File: src/rtl/spi_cfg_pkg.sv
// spi_cfg_pkg: shared constants, register map and pin-FSM states for the SPI config controller
package spi_cfg_pkg;
  localparam int FRAME_W = 16;
  localparam logic WRITE_BIT = 1'b1;
  localparam int MAX_ADDR = 4;
  localparam logic [6:0] EN_OUT_LO = 7'd0;
  localparam logic [6:0] EN_OUT_HI = 7'd1;
  localparam logic [6:0] EN_PWM_LO = 7'd2;
  localparam logic [6:0] EN_PWM_HI = 7'd3;
  localparam logic [6:0] PWM_DUTY = 7'd4;
  typedef enum logic [2:0] {IDLE, SETUP, HIGH, LOW, HOLD, GAP} state_t;
endpackage

File: src/rtl/spi_frame_shifter.sv
// spi_frame_shifter: serialises one 16-bit frame onto sclk/copi/ncs with slow, synchroniser-friendly timing
module spi_frame_shifter import spi_cfg_pkg::*; #(
  parameter int CLK_DIV = 4,
  parameter int SETUP_CYC = 4,
  parameter int HOLD_CYC = 4,
  parameter int GAP_CYC = 4
)(
  input  logic clk,
  input  logic rst,
  input  logic start,
  input  logic [FRAME_W-1:0] frame,
  output logic busy,
  output logic done,
  output logic sclk,
  output logic copi,
  output logic ncs
);
  state_t state, state_n;
  logic [7:0] cnt, cnt_n;
  logic [3:0] bcnt, bcnt_n;
  logic [FRAME_W-1:0] sr, sr_n;
  logic tc;
  assign tc = cnt == 8'd0;
  assign busy = state != IDLE;
  assign sclk = state == HIGH;
  assign ncs = state == IDLE || state == GAP;
  assign copi = !ncs && sr[FRAME_W-1];
  always_ff @(posedge clk) begin
    if (rst) begin
      state <= IDLE;
      cnt <= '0;
      bcnt <= '0;
      sr <= '0;
      done <= 1'b0;
    end else begin
      state <= state_n;
      cnt <= cnt_n;
      bcnt <= bcnt_n;
      sr <= sr_n;
      done <= state == HOLD && tc;
    end
  end
  // the shift happens on leaving HIGH so copi only moves while sclk is low
  always_comb begin
    state_n = state;
    cnt_n = tc ? cnt : cnt - 8'd1;
    bcnt_n = bcnt;
    sr_n = sr;
    unique case (state)
      IDLE: if (start) begin
        state_n = SETUP;
        cnt_n = 8'(SETUP_CYC - 1);
        bcnt_n = 4'd15;
        sr_n = frame;
      end
      SETUP: if (tc) begin
        state_n = HIGH;
        cnt_n = 8'(CLK_DIV - 1);
      end
      HIGH: if (tc) begin
        state_n = bcnt == 4'd0 ? HOLD : LOW;
        cnt_n = 8'(bcnt == 4'd0 ? HOLD_CYC - 1 : CLK_DIV - 1);
        bcnt_n = bcnt == 4'd0 ? bcnt : bcnt - 4'd1;
        sr_n = bcnt == 4'd0 ? sr : {sr[FRAME_W-2:0], 1'b0};
      end
      LOW: if (tc) begin
        state_n = HIGH;
        cnt_n = 8'(CLK_DIV - 1);
      end
      HOLD: if (tc) begin
        state_n = GAP;
        cnt_n = 8'(GAP_CYC - 1);
      end
      GAP: if (tc) state_n = IDLE;
      default: state_n = IDLE;
    endcase
  end
endmodule

File: src/rtl/spi_cfg_controller.sv
// spi_cfg_controller: round-robin arbiter over two register-write requesters feeding one SPI frame shifter
module spi_cfg_controller import spi_cfg_pkg::WRITE_BIT; #(
  parameter int CLK_DIV = 4,
  parameter int CS_SETUP = 4,
  parameter int CS_HOLD = 4,
  parameter int GAP = 4,
  parameter int MAX_ADDR = spi_cfg_pkg::MAX_ADDR
)(
  input  logic clk,
  input  logic rst,
  input  logic req0_valid,
  input  logic [6:0] req0_addr,
  input  logic [7:0] req0_data,
  output logic req0_ready,
  input  logic req1_valid,
  input  logic [6:0] req1_addr,
  input  logic [7:0] req1_data,
  output logic req1_ready,
  output logic sclk,
  output logic copi,
  output logic ncs,
  output logic busy,
  output logic done,
  output logic done_id,
  output logic err,
  output logic err_id
);
  logic sel, acc, bad, last_grant;
  logic [6:0] addr;
  logic [7:0] data;
  assign sel = req0_valid && req1_valid ? !last_grant : req1_valid;
  assign req0_ready = !rst && !busy && req0_valid && !sel;
  assign req1_ready = !rst && !busy && req1_valid && sel;
  assign acc = req0_ready || req1_ready;
  assign addr = sel ? req1_addr : req0_addr;
  assign data = sel ? req1_data : req0_data;
  assign bad = addr > 7'(MAX_ADDR);
  // rejected requests still rotate priority so a faulty requester cannot starve the other
  always_ff @(posedge clk) begin
    if (rst) begin
      last_grant <= 1'b1;
      done_id <= 1'b0;
      err <= 1'b0;
      err_id <= 1'b0;
    end else begin
      err <= acc && bad;
      if (acc) last_grant <= sel;
      if (acc && bad) err_id <= sel;
      if (acc && !bad) done_id <= sel;
    end
  end
  spi_frame_shifter #(
    .CLK_DIV(CLK_DIV),
    .SETUP_CYC(CS_SETUP),
    .HOLD_CYC(CS_HOLD),
    .GAP_CYC(GAP)
  ) u_shift (
    .clk(clk),
    .rst(rst),
    .start(acc && !bad),
    .frame({WRITE_BIT, addr, data}),
    .busy(busy),
    .done(done),
    .sclk(sclk),
    .copi(copi),
    .ncs(ncs)
  );
endmodule
File: config.mk
export PLATFORM = sky130hd
export DESIGN_NAME = spi_cfg_controller
export DESIGN_NICKNAME = d
export VERILOG_FILES = /design/src/rtl/spi_cfg_pkg.sv /design/src/rtl/spi_frame_shifter.sv /design/src/rtl/spi_cfg_controller.sv
export SDC_FILE = /design/constraint.sdc
export NUM_CORES = 1
export LEC_CHECK = 0
export CAP_MARGIN = 25
export CORE_MARGIN = 2
export CORE_UTILIZATION = 25
export DETAILED_ROUTE_END_ITERATION = 8
export RECOVER_POWER = 50
export SLEW_MARGIN = 20
export SYNTH_ARGS = -nofsm -noshare
export SYNTH_HDL_FRONTEND = slang
export SYNTH_HIERARCHICAL = 1
export SYNTH_SLANG_ARGS = --single-unit
export TNS_END_PERCENT = 5
File: constraint.sdc
create_clock -name clk -period 2.5 [get_ports clk]
set_input_delay 0.25 -clock clk [delete_from_list [all_inputs] [get_ports clk]]
set_output_delay 0.25 -clock clk [all_outputs]
set_load 0.02 [all_outputs]
Yosys cells after proc, flatten, opt, wreduce, memory -nomap -nowiden --
Cells that the tools add are included.
Storage, ports and cells: logic and storage cells 72, input bits 34, flip-flop bits (word level) 36
Operators by class: reduce and logical (&&, ||, !) cells 27, eq/ne operators 11, mux-type cells 22, magnitude comparators 1, add/subtract/negate cells 2
Operators with widths (number):
- 16-bit two-way mux | 3
- 8-bit two-way mux | 4
- 16-bit case mux with 2 select lines | 1
- 3-bit two-way mux | 6
- 8-bit case mux with 2 select lines | 1
- 3-bit case mux with 5 select lines | 1
- 4-bit two-way mux | 3
- 1-bit logical AND | 10
- 2-bit by 1-bit inequality test with 1-bit output (second input constant) | 5
- 8-bit zero test | 1
- 4-bit case mux with 2 select lines | 1
- 8-bit by 1-bit subtractor with 8-bit output (second input constant) | 1
- 7-bit by 3-bit > comparator with 1-bit output (second input constant) | 1
- 7-bit two-way mux | 1
- 3-bit by 2-bit == test with 1-bit output (second input constant) | 2
- 3-bit == test (second input constant) | 2
- 1-bit zero test | 6
- 5-bit AND reduction | 1
- 4-bit zero test | 1
- 4-bit AND reduction | 1
- 4-bit OR reduction | 1
- 4-bit by 1-bit subtractor with 4-bit output (second input constant) | 1
- 3-bit by 1-bit == test with 1-bit output (second input constant) | 1
- 3-bit zero test | 1
- other kinds (6) | 7

Logic depth before layout (Yosys ltp) --
depth in word-level cells 9, gate-level depth with buffers 11

Hierarchy --
The synthesis kept the hierarchy.
Modules (own cells, without submodules):
- spi_frame_shifter | instances 1, seq. area each 640.6 sq um, cells each 179, area each 1616.6 sq um
- spi_cfg_controller | instances 1, seq. area each 80.1 sq um, cells each 85, area each 489.2 sq um

Least setup slack after synthesis --
No wires, ideal clock.
kind reg-to-reg, start point reg u_shift.state[1], end point reg u_shift.sr[10], arrival time 2.494 ns, slack -0.080 ns, data required time 2.414 ns, cell stages (with the launch flop) 12, path through dfxtp_1 -> buf_4 -> nor3_1 -> inv_1 -> or2_1 -> or2_2 -> a21oi_1 -> and2_1 -> buf_2 -> buf_1 -> nor3_1 -> a211oi_1
On the way: word-level cells in the longest chain between the ends 9
RTL lines:
- from (decl) | line spi_frame_shifter.sv:18 | state_t state, state_n;
- from (signal assigned) | line spi_frame_shifter.sv:36 | state <= state_n;
- 3-bit nonzero test * | line spi_frame_shifter.sv:24 | assign busy = state != IDLE;
- named net busy | line spi_cfg_controller.sv:22 | output logic busy,
- 1-bit zero test * | line spi_cfg_controller.sv:32, spi_cfg_controller.sv:33
- 1-bit logical AND * | line spi_cfg_controller.sv:32, spi_cfg_controller.sv:33
- 1-bit logical AND (on tied branches) (2 in series) | line spi_cfg_controller.sv:32, spi_cfg_controller.sv:33
- 1-bit logical OR * | line spi_cfg_controller.sv:34 | assign acc = req0_ready || req1_ready;
- 1-bit logical AND * | line spi_cfg_controller.sv:60 | .start(acc && !bad),
- 2-bit by 1-bit inequality test with 1-bit output (no line) *
- 4-bit AND reduction (no line) *
- to (signal assigned) | line spi_frame_shifter.sv:39 | sr <= sr_n;
- to (decl) | line spi_frame_shifter.sv:21 | logic [FRAME_W-1:0] sr, sr_n;
The timed path passes the listed nets; every way through them passes the cells marked *. A chain may end at the register's enable or synchronous reset.

Worst setup path in the final report --
start point reg u_shift.state[1], end point out sclk
On the way: word-level cells in the longest chain between the ends 1
RTL lines:
- 3-bit by 2-bit == test with 1-bit output | line spi_frame_shifter.sv:25 | assign sclk = state == HIGH;
- to (decl) | line spi_cfg_controller.sv:19 | output logic sclk,
Every way passes these cells.

==> results.rst <==
.. list-table::
   :header-rows: 1

   * - Metric
     - Value
   * - Run status
     - finished, final reports clean
   * - Worst reg-to-reg path cell count
     - 10
   * - Share of the synthesized area in the top cell type
     - 34.2%
   * - Number of register bits inferred by synthesis
     - 36
   * - Number of I/O pins
     - 44
   * - Total number of nets in the final design
     - 353
   * - Total design power
     - 0.00187 W
   * - Global-route wire length before repair
     - 9020 µm
   * - Number of cell rows
     - 33
   * - Worst Setup Start Kind
     - flip-flop
   * - FFs w/ async S/R, synth
     - 0%
   * - Final Hold Viols
     - 0
   * - Detailed-routing iteration count for the pre-antenna-repair pass
     - 4
   * - Post-synthesis net count
     - 302
   * - Number of synthesis warnings
     - 6
   * - Clock root buffer
     - clkbuf_8
   * - # hold bufs at CTS
     - 0
   * - Rel. slew slack
     - 66.3%
   * - Cell taking the most area after synthesis
     - dfxtp_1
   * - CTS Buffer Depth
     - 2
   * - Vert. Die Dim
     - 95.8 µm
   * - Post-synth EDFFs
     - 0
   * - H-tree Lvls
     - 2
   * - Via count
     - 2,000
   * - Cell area after layout
     - 2810 µm²
   * - Post-layout worst setup margin
     - 0.151 ns
   * - Ratio of final minimum period to clock period
     - 94.0%
   * - Fin Setup TNS
     - 0 ns
   * - Total overflow reported by the global router
     - 0
   * - Area of placed instances
     - 2720 µm²
   * - Starting Density
     - 25.8%
   * - Sort of element at the end of the critical path
     - primary output
   * - Post-CTS Resized
     - 1
   * - Post-layout min period
     - 2.35 ns
   * - Power per cell area
     - 665 nW/µm²
   * - Post-route ant nets
     - 0
   * - Number of max-slew violations in the final report
     - 0
   * - RSZ-0062 raised after global routing
     - false
   * - Worst hold-check path type
     - reg -> reg
   * - Routed length per placed instance
     - 12.8 µm
   * - Share of the yosys chip area belonging to registers
     - 34.2%
   * - Maximum VDD drop
     - 301 µV
   * - Setup violators final
     - 0
   * - CTS clk-pin slew, worst paths
     - 0.08 ns
   * - Vias per cell
     - 4.75
   * - Dominant synthesized flop cell
     - dfxtp_1
   * - Syn Area/Cell
     - 7.98 µm²
   * - Residual DRC count
     - 0
   * - Summed instance area of the synthesized netlist
     - 2110 µm²
   * - Library cell with the highest instance count after synthesis
     - nand2_1
   * - Starting DRC count in detailed routing
     - 91
   * - Placed wire-length estimate
     - 3930 µm
   * - Max-cap viol count
     - 0
   * - Arrival @ worst endpoint
     - 2.10 ns
   * - Hold Path Depth
     - 2
   * - Buffer count from post-CTS setup fixing
     - 0
   * - Share of final-layout standard cells stronger than drive strength 1
     - 11.7%
   * - Synthesized netlist cell count
     - 264
   * - Total clock sinks
     - 36
   * - Overall track demand over capacity in global routing
     - 12.3%
   * - Final estimated routing congestion in global placement
     - 0.837
   * - Number of global-route vias before repair
     - 1,962
   * - Post-Route WL
     - 5370 µm
   * - Lkg Pwr
     - 1.22 nW
   * - Skew-Pair Late Insertion Delay
     - 0.29 ns
   * - Unique masters post-synth
     - 53
   * - Inserted Diodes
     - 0
   * - Syn-to-layout area delta
     - 33.5%
   * - Clk_skew
     - 0.00934 ns
   * - Worst slew pin tran
     - 0.502 ns
   * - Die Outline Area
     - 9170 µm²
   * - Final-layout worst hold slack
     - 0.488 ns
   * - Required @ worst endpoint
     - 2.25 ns
   * - TritonCTS clock tree
     - done
   * - Area of the core region
     - 8180 µm²
   * - Worst Path Class, Setup
     - reg -> out
   * - IO buf count
     - 43
   * - Pre-CTS setup slack
     - 0.250 ns
   * - Fmax achieved
     - 426 MHz
   * - Largest net degree at the start of global routing
     - 29
   * - Number of antenna violations at the first check in global routing
     - 0
   * - Biggest area contributors in the synthesized netlist
     - dfxtp_1 34%, nand2_1 9.3%, mux2i_1 7.1%, a211oi_1 6.8%, nor3_1 4.5%
   * - Horiz. Die Dim
     - 95.8 µm
   * - Post-synth top cells
     - 52 x nand2_1, 36 x dfxtp_1, 19 x a211oi_1, 19 x nor3_1, 16 x nor2_1
   * - Maximum fanout along the worst path
     - 9
   * - Number of clock buffers inserted by TritonCTS
     - 5
==> through the flow <==
step / cells / util, %
after global routing: 421 / 34.4
after detailed placement: 413 / 33.3
after CTS: 421 / 34.6
after floorplan: 264 / -
final: 421 / 34.4
after global placement: 413 / 33.3
==> layout make-up <==
type | instances | area (µm²)
fill | 867 | 5360
inverter | 12 | 45.0
tap | 105 | 131
clock buffer | 6 | 82.6
clock inverter | 2 | 13.8
timing repair buffer | 63 | 572
sequential | 36 | 721
multi-input combinational | 197 | 1250
==> layout by cell type (no fill, tap or decap), types with 2 or more instances in the layout <==
| cell type | count |
|---|---|
| o21a_1 | 2 |
| buf_4 | 15 |
| dfxtp_1 | 36 |
| xnor2_1 | 3 |
| clkbuf_8 | 6 |
| or2_2 | 2 |
| o21ai_0 | 7 |
| nor2b_1 | 2 |
| nor3_1 | 17 |
| nor4_4 | 2 |
| xor2_1 | 3 |
| inv_1 | 12 |
| clkbuf_1 | 5 |
| a31oi_1 | 3 |
| nand3b_1 | 2 |
| a21oi_1 | 9 |
| nor3_2 | 2 |
| a311oi_1 | 2 |
| nor2_1 | 16 |
| mux2i_1 | 15 |
| nor3b_1 | 2 |
| nand2_1 | 52 |
| nor4_1 | 3 |
| ha_1 | 4 |
| dlygate4sd3_1 | 7 |
| clkdlybuf4s50_1 | 35 |
| a211oi_1 | 19 |
| or3_1 | 2 |
| nand3_1 | 3 |
==> critical path, stage by stage (launching register included) <==
cell,delay [ns]
dfxtp_1,0.36
buf_4,0.17
or3b_4,0.46
inv_1,0.17
clkdlybuf4s50_1,0.65
==> worst paths after layout <==
check	from	to	slack, ns
max reg2reg	u_shift/state[2]	u_shift/sr[7]	0.30
max	u_shift/state[1]	sclk	0.15
min reg2reg	err_id	err_id	0.49
min	err_id	err_id	0.49
==> report_power, final <==
part           internal [W]  total, W  switching, W
Combinational      0.000326  0.000699      0.000372
Clock              0.000226  0.000450      0.000225
Sequential         0.000646  0.000720     0.0000739
==> flip-flops by register name, indices dropped and copies added, names as in the netlist <==
name	cells
u_shift/sr	16
u_shift/cnt	8
u_shift/bcnt	4
u_shift/state	3
done_id	1
err	1
err_id	1
last_grant	1
u_shift/done	1
==> cells by family after synthesis <==
logic type	synth area share (%)
multiplexers	7.13
adder cells (fa/ha/maj)	2.38
AO/OA/AOI/OAI	18.1
AND/OR/NAND/NOR	28.3
XOR/XNOR	2.50
flip-flops	34.2
other	0.178
buffers and inverters	7.19
==> layer usage <==
metal	wire (µm)	up-vias	GRT usage, %
met2	2540	45	20.4
met1	2570	917	16.4
met3	237	4	2.82
met4	32	0	2.74
li1	-	1034	-
met5	0	-	0
Power figures use the tool's default switching activity.
